$ cat src/rtl/i2c_xfer_sequencer.sv
// Expands one host command into the I2C byte-engine operation chain (page write, read, ACK poll).
// Each byte costs engine time plus 3 cycles (ISSUE, WAIT_LO, WAIT_HI); a per-byte timeout aborts a stalled engine.
module i2c_xfer_sequencer #(
  parameter logic [15:0] TIMEOUT_CYCLES = 16'hFFFF,
  parameter logic [3:0]  DEVTYPE        = 4'b1010
) (
  input  logic       clock,
  input  logic       nreset,
  input  logic       cmd_go,
  input  logic [1:0] cmd_op,
  input  logic [3:0] cmd_len,
  input  logic [2:0] cmd_blk,
  input  logic [7:0] cmd_addr,
  input  logic       buf_wr,
  input  logic [3:0] buf_idx,
  input  logic [7:0] buf_wdata,
  output logic [7:0] buf_rdata,
  output logic       busy,
  output logic       done,
  output logic       error,
  output logic       eng_nreset,
  output logic       eng_start,
  output logic [7:0] eng_write_byte,
  output logic       eng_read_mode,
  output logic       eng_do_start,
  output logic       eng_expect_ack,
  output logic       eng_do_stop,
  input  logic [7:0] eng_read_byte,
  input  logic       eng_finished
);
  localparam logic [2:0] S_IDLE  = 3'd0;
  localparam logic [2:0] S_DEVW  = 3'd1;
  localparam logic [2:0] S_ADDR  = 3'd2;
  localparam logic [2:0] S_WDATA = 3'd3;
  localparam logic [2:0] S_DEVR  = 3'd4;
  localparam logic [2:0] S_RDATA = 3'd5;
  localparam logic [2:0] S_ABORT = 3'd6;

  localparam logic [1:0] P_ISSUE   = 2'd0;
  localparam logic [1:0] P_WAIT_LO = 2'd1;
  localparam logic [1:0] P_WAIT_HI = 2'd2;

  logic [2:0]  state, next_state;
  logic [1:0]  phase;
  logic [1:0]  op_q;
  logic [3:0]  len_q;
  logic [2:0]  blk_q;
  logic [7:0]  addr_q;
  logic [3:0]  idx;
  logic [15:0] tmo;
  logic        abort_cnt;
  logic [7:0]  buffer [16];

  logic is_write, is_poll, last_data, byte_state, is_data;

  assign is_write   = (op_q == 2'd0);
  assign is_poll    = op_q[1];
  assign last_data  = (idx == len_q);
  assign byte_state = (state != S_IDLE) && (state != S_ABORT);
  assign is_data    = (state == S_WDATA) || (state == S_RDATA);

  assign busy       = (state != S_IDLE);
  assign eng_nreset = (state != S_ABORT);
  assign eng_start  = byte_state && (phase == P_ISSUE);
  assign buf_rdata  = buffer[buf_idx];

  // Controls depend only on state, index and latched fields, so they hold for the whole byte.
  always_comb begin
    eng_write_byte = 8'h00;
    eng_read_mode  = 1'b0;
    eng_do_start   = 1'b0;
    eng_expect_ack = 1'b0;
    eng_do_stop    = 1'b0;
    next_state     = S_IDLE;
    case (state)
      S_DEVW: begin
        eng_write_byte = {DEVTYPE, blk_q, 1'b0};
        eng_do_start   = 1'b1;
        eng_expect_ack = 1'b1;
        eng_do_stop    = is_poll;
        next_state     = is_poll ? S_IDLE : S_ADDR;
      end
      S_ADDR: begin
        eng_write_byte = addr_q;
        eng_expect_ack = 1'b1;
        next_state     = is_write ? S_WDATA : S_DEVR;
      end
      S_WDATA: begin
        eng_write_byte = buffer[idx];
        eng_expect_ack = 1'b1;
        eng_do_stop    = last_data;
        next_state     = last_data ? S_IDLE : S_WDATA;
      end
      S_DEVR: begin
        eng_write_byte = {DEVTYPE, blk_q, 1'b1};
        eng_do_start   = 1'b1;
        eng_expect_ack = 1'b1;
        next_state     = S_RDATA;
      end
      S_RDATA: begin
        eng_read_mode  = 1'b1;
        eng_expect_ack = !last_data;
        eng_do_stop    = last_data;
        next_state     = last_data ? S_IDLE : S_RDATA;
      end
      default: ;
    endcase
  end

  always_ff @(posedge clock or negedge nreset) begin
    if (!nreset) begin
      for (int i = 0; i < 16; i++) buffer[i] <= 8'h00;
    end else if (state == S_IDLE && buf_wr) begin
      buffer[buf_idx] <= buf_wdata;
    end else if (state == S_RDATA && phase == P_WAIT_HI && eng_finished) begin
      buffer[idx] <= eng_read_byte;
    end
  end

  always_ff @(posedge clock or negedge nreset) begin
    if (!nreset) begin
      state     <= S_IDLE;
      phase     <= P_ISSUE;
      op_q      <= 2'd0;
      len_q     <= 4'd0;
      blk_q     <= 3'd0;
      addr_q    <= 8'h00;
      idx       <= 4'd0;
      tmo       <= 16'd0;
      abort_cnt <= 1'b0;
      done      <= 1'b0;
      error     <= 1'b0;
    end else begin
      done <= 1'b0;
      case (state)
        S_IDLE: begin
          if (cmd_go) begin
            op_q   <= cmd_op;
            len_q  <= cmd_len;
            blk_q  <= cmd_blk;
            addr_q <= cmd_addr;
            idx    <= 4'd0;
            error  <= 1'b0;
            phase  <= P_ISSUE;
            state  <= S_DEVW;
          end
        end
        S_ABORT: begin
          abort_cnt <= !abort_cnt;
          if (abort_cnt) begin
            state <= S_IDLE;
            done  <= 1'b1;
          end
        end
        default: begin
          case (phase)
            P_ISSUE: begin
              tmo   <= TIMEOUT_CYCLES;
              phase <= P_WAIT_LO;
            end
            P_WAIT_LO: begin
              if (!eng_finished) begin
                phase <= P_WAIT_HI;
              end else if (tmo == 16'd0) begin
                state <= S_ABORT;
                error <= 1'b1;
              end else begin
                tmo <= tmo - 16'd1;
              end
            end
            default: begin
              if (eng_finished) begin
                phase <= P_ISSUE;
                state <= next_state;
                if (next_state == S_IDLE) done <= 1'b1;
                if (is_data && !last_data) idx <= idx + 4'd1;
              end else if (tmo == 16'd0) begin
                state <= S_ABORT;
                error <= 1'b1;
              end else begin
                tmo <= tmo - 16'd1;
              end
            end
          endcase
        end
      endcase
    end
  end
endmodule

$ cat config.mk
export PLATFORM = sky130hd
export DESIGN_NAME = i2c_xfer_sequencer
export DESIGN_NICKNAME = d
export VERILOG_FILES = /design/src/rtl/i2c_xfer_sequencer.sv
export SDC_FILE = /design/constraint.sdc
export NUM_CORES = 1
export LEC_CHECK = 0
export CORE_ASPECT_RATIO = 1.5
export CORE_MARGIN = 2
export CORE_UTILIZATION = 54
export CTS_CLUSTER_DIAMETER = 50
export DETAILED_ROUTE_END_ITERATION = 12
export HOLD_SLACK_MARGIN = 0.08
export PLACE_DENSITY = 0.84
export RECOVER_POWER = 100
export SKIP_LAST_GASP = 1
export SLEW_MARGIN = 0
export SYNTH_ARGS = -nofsm -noshare
export SYNTH_HDL_FRONTEND = slang
export SYNTH_SLANG_ARGS = --single-unit
$ cat constraint.sdc
create_clock -name clock -period 2.4 [get_ports clock]
set_clock_uncertainty 0.05 [all_clocks]
set_input_delay 0.24 -clock clock [delete_from_list [all_inputs] [get_ports clock]]
set_output_delay 0.24 -clock clock [all_outputs]
set_load 0.02 [all_outputs]
* Word level (Yosys, flattened, before mapping)
Index checks and enable logic that the tools add are counted.
** Word-level totals
- Register bits after elaboration :: 173
- Input port bits :: 42
** Operators by class
- Add/subtract/negate cells :: 2
- $lt $le $gt $ge :: 4
- Equal/unequal tests :: 21
- Multiplexer cells :: 56
- Bitwise operators :: 4
- Reductions and logical operators :: 32
** Operators with widths (number)
- 128-bit bitwise mux :: 2
- 128-bit 2-to-1 mux :: 2
- 8-bit binary-select mux with 4-bit select :: 2
- 8-bit demux with 4-bit select :: 2
- 16-bit 2-to-1 mux :: 3
- 8-bit 2-to-1 mux :: 6
- 16-bit case mux with 2 select lines :: 1
- 8-bit case mux with 4 select lines :: 1
- 3-bit 2-to-1 mux :: 7
- 16-bit logical NOT :: 1
- 4-bit 2-to-1 mux :: 4
- 16-bit by 1-bit subtractor with 16-bit output, second input constant :: 1
- 3-bit case mux with 5 select lines :: 1
- 3-bit case mux with 2 select lines :: 2
- 5-bit greater-or-equal comparator, second input constant :: 2
- 5-bit by 1-bit < comparator with 1-bit output, second input constant :: 2
- 1-bit 2-to-1 mux :: 10
- 2-bit 2-to-1 mux :: 5
- 4-bit inverter with 5-bit output :: 2
- 1-bit case mux with 2 select lines :: 5
- 5-bit AND reduction :: 2
- 3-bit equality test, second input constant :: 3
- 3-bit by 1-bit != test with 1-bit output, second input constant :: 3
- 3-bit != test, second input constant :: 3
- other kinds (25) :: 47

* Logic depth before layout (Yosys ltp)
- Word-level depth :: 8
- Depth in mapped cells :: 10

* Least setup slack after synthesis
Ideal clock, no wire load.
- Kind :: register to output
- Start point :: register idx[0]
- End point :: output port eng_write_byte[1]
- Arrival time :: 2095 ps
- Path slack :: 15 ps
- Stages on the path, launching flop included :: 7
- Buffers on the path :: 2
- Cell sequence :: dfrtp_1 -> buf_2 -> buf_2 -> mux4_2 -> a22o_1 -> a221oi_1 -> o21ai_0
** On the way
- Cells in the longest elaborated chain, start to end :: 5
** RTL lines
- from (decl) :: RTL line 49 : logic [3:0] idx;
- from (signal assigned) :: RTL line 176 : if (is_data && !last_data) idx <= idx + 4'd1;
- 4-bit inverter with 5-bit output (not written as such) :: RTL line 89 : eng_write_byte = buffer[idx];
- 8-bit binary-select mux with 4-bit select :: RTL line 89
- 8-bit 2-to-1 mux (not written as such) (2 in series) :: RTL line 89
- 8-bit case mux with 4 select lines :: RTL line 75 : case (state)
- to (decl) :: RTL line 23 : output logic [7:0] eng_write_byte,
Every way passes these cells. The select of a mux whose other input is x is not followed.

* Worst setup path in the final report
- Start point :: register idx[0]
- End point :: output port eng_write_byte[5]
The elaborated chain is that of the path after synthesis.

==> metrics.md <==
| Metric | Value |
|---|---|
| Status | finished, violations left |
| Failing checks | setup timing |
| Mapped cell area | 10500 sq um |
| IO Count | 67 |
| Maximum fanout along the worst path | 7 |
| Maximum VDD drop | 0.6249 mV |
| Number of global-route vias before repair | 10130 |
| Worst path most repeated cell | buf_6 |
| Crit. End Element | output pin |
| Pre-CTS setup slack | -0.3205 ns |
| Family with the most delay on the worst path | compound AO/OA/AOI/OAI gates |
| Clock latency on the worst-skew pair | 0.45 ns |
| Post-synthesis cell type count | 65 |
| Fraction of registers with async set/reset | 1.000 |
| Via/cell ratio | 7.052 |
| HP Class | input pin to register |
| Root Driver | clkbuf_16 |
| Syn Inst Count | 937 |
| CTS tree | yes |
| Starting Density | 0.5501 |
| Final ANT Viol Nets | 0 |
| Worst EP arrival | 2.54 ns |
| Slowest stage delay, CP | 0.54 ns |
| Max H-tree Level | 4 |
| Peak Freq | 352.9 MHz |
| CTS Buf Count | 17 |
| Gpl congestion | 0.9934 |
| Maxcap violations | 0 |
| Post-Syn Nets | 984 |
| Routed vias | 9788 |
| CP bufs+invs | 3 |
| Remaining Overflow, GRT | 0 |
| Finished Cell Area | 13410 sq um |
| LEAKAGE | 6.089 nW |
| Pin count of the biggest net entering global routing | 57 |
| Area after DPL | 12490 sq um |
| NumNets Final | 1171 |
| Slowest-stage cell, CP | mux4_2 |
| DRT iter0 DRCs | 1302 |
| CP startpoint kind | register |
| Clk sink count | 173 |
| Sequential share of the synthesized area | 0.4124 |
| Total power | 14.66 mW |
| Power Density | 1094 nW/um^2 |
| Final min period | 2.834 ns |
| Routed Wire Length | 37520 um |
| WP data required | 2.11 ns |
| Antenna cells | 0 |
| Worst-Margin Slew | 1.475 ns |
| Core area | 19080 sq um |
| Site row count | 62 |
| Post-DP HPWL | 25940 um |
| Slew margin rel. | 0.01691 |
| DR pass1 iterations | 5 |
| Crit path cell chain | buf_12 > mux4_2 > a22oi_2 > buf_6 > a31oi_4 > a311o_1 > buf_6 |
| Die width | 117.8 um |
| Final hold vios | 0 |
| Setup CP Type | register to output pin |
| Min setup slack post-route | -0.4337 ns |
| Share of cells above drive strength 1 | 0.3383 |
| Period utilisation layout | 1.181 |
| CTS Buffer Depth | 2 |
| Ys Warns | 0 |
| RSZ-0062 raised after global routing | true |
| Slew Viols, Final | 0 |
| Port Buffers | 66 |
| Area Overhead vs Synth | 27.70% |
| First-pass GRT wire length | 57980 um |
| Total GRT Usage | 0.3734 |
| EDFF count, synth | 0 |
| Clk slew on worst S/H paths | 0.07 ns |
| Synth Flop Type | dfrtp_1 |
| Die H | 174.8 um |
| Final setup viols | 17 |
| Synth Area per Inst | 11.20 sq um |
| Drc violations | 0 |
| Die area | 20590 sq um |
| Antenna violations before repair | 0 |
| Drt wl/cell | 27.03 um |
| Flops & latches, synth | 173 |
-- metal layers --
| layer | GRT usage | routed length [um] | up-vias |
|---|---|---|---|
| li1 | - | - | 3982 |
| met1 | 0.4213 | 12180 | 4746 |
| met2 | 0.5981 | 17970 | 819 |
| met3 | 0.09334 | 3947 | 241 |
| met4 | 0.3072 | 3421 | 0 |
| met5 | 0 | 0 | - |
-- registers in the layout, indices dropped and copies added, names as in the netlist --
signal / flops
buffer: 128
tmo: 16
addr_q: 8
idx: 4
len_q: 4
blk_q: 3
state: 3
op_q: 2
phase: 2
abort_cnt: 1
done: 1
error: 1
-- final cells by class --
type	instances	area [sq um]
clock buffers	19	432.9
clock inverters	8	146.4
fillers	1307	5678
inverters	33	123.9
multi-input cells	649	5864
flip-flops and latches	173	4335
well taps	256	320.3
repair buffers	250	2182
-- what timing repair did --
item,in CTS,in global routing
hold buffers,1,0
pin swaps,13,11
endpoints found under the setup margin,21,33
gates resized for setup,137,33
gates cloned,1,0
endpoints found under the hold margin,52,0
buffers inserted,12,6
-- per-stage QoR --
step	hold slack [ns]	setup TNS (ns)	util	cells
2_1_floorplan	-0.1056	0	-	937
3_3_place_gp	0.1870	-3.361	0.6545	1343
3_5_place_dp	0.1824	-3.817	0.6545	1343
4_1_cts	0.3007	-2.755	0.6991	1384
5_1_grt	0.3554	-4.587	0.7025	1388
6_report	0.3645	-3.142	0.7025	1388
-- Yosys cell counts (7+ instances only) --
cell type  number  area [sq um]
nor3_1          7         35.03
nand3_1        10         50.05
a22o_1         52         455.4
mux4_2         72          1622
nor2_1         37         138.9
inv_1          32         120.1
a221o_1        32         320.3
a21oi_1        19         95.09
mux2_2         20         225.2
o21ai_0        31         155.2
xnor2_1        15         131.4
a31oi_1         8         50.05
clkbuf_1       51         191.4
nor2_2         12         75.07
o2bb2ai_1       9         78.83
or3_1           7         43.79
and2_1         33         206.5
buf_1          11         41.29
a21o_1         48         360.4
a211oi_1        7         52.55
and4_1         14         122.6
a22oi_1        59         442.9
dfrtp_1       173          4329
buf_2          15         75.07
nand2_1        73         274.0
-- cells by family after synthesis --
logic type      count (synthesis)  synth area share
xor+xnor                       18           0.01502
mux                            92            0.1759
simple gates                  239            0.1265
compound gates                295            0.2185
flops                         173            0.4124
buf+inv                       115           0.04577
fa+ha+maj                       5          0.005959
-- path summary, 6_finish.rpt --
kind	start	to	slack [ns]	depth (start not counted)
setup / recovery	idx[0]	eng_write_byte[5]	-0.43	7
hold / removal	cmd_len[2]	len_q[2]	0.36	2
setup reg to reg	state[2]	buffer[108]	0.01	5
hold reg to reg	buffer[50]	buffer[50]	0.45	2
max in group asynchronous	nreset	buffer[10]	0.25	3
min in group asynchronous	nreset	tmo[5]	0.63	2
-- power by group --
| part | switching [mW] | total, mW | internal (mW) | leakage (nW) |
|---|---|---|---|---|
| logic | 3.22 | 6.63 | 3.41 | 3.64 |
| registers | 1.16 | 5.14 | 3.98 | 2.17 |
| clock network | 1.18 | 2.89 | 1.71 | 0.280 |
-- cell usage in the layout, fill, tap and decap left out, drive strengths merged, types with 4 or more instances in the layout --
cell           count
buf              195
dfrtp            173
nand2             73
mux4              72
a22oi             59
a22o              52
nor2              50
a21o              48
clkdlybuf4s50     40
and2              34
inv               32
a221o             32
o21ai             32
clkbuf            28
a21oi             22
mux2              20
xnor2             15
and4              14
nand3             10
o2bb2ai            9
a31oi              8
nor4               8
or3                7
a211oi             7
nor3               7
or2                6
nor2b              5
nand2b             5
and3               5
ha                 5
nand4              4
bufinv             4
clkinv             4
Power figures use the tool's default switching activity.
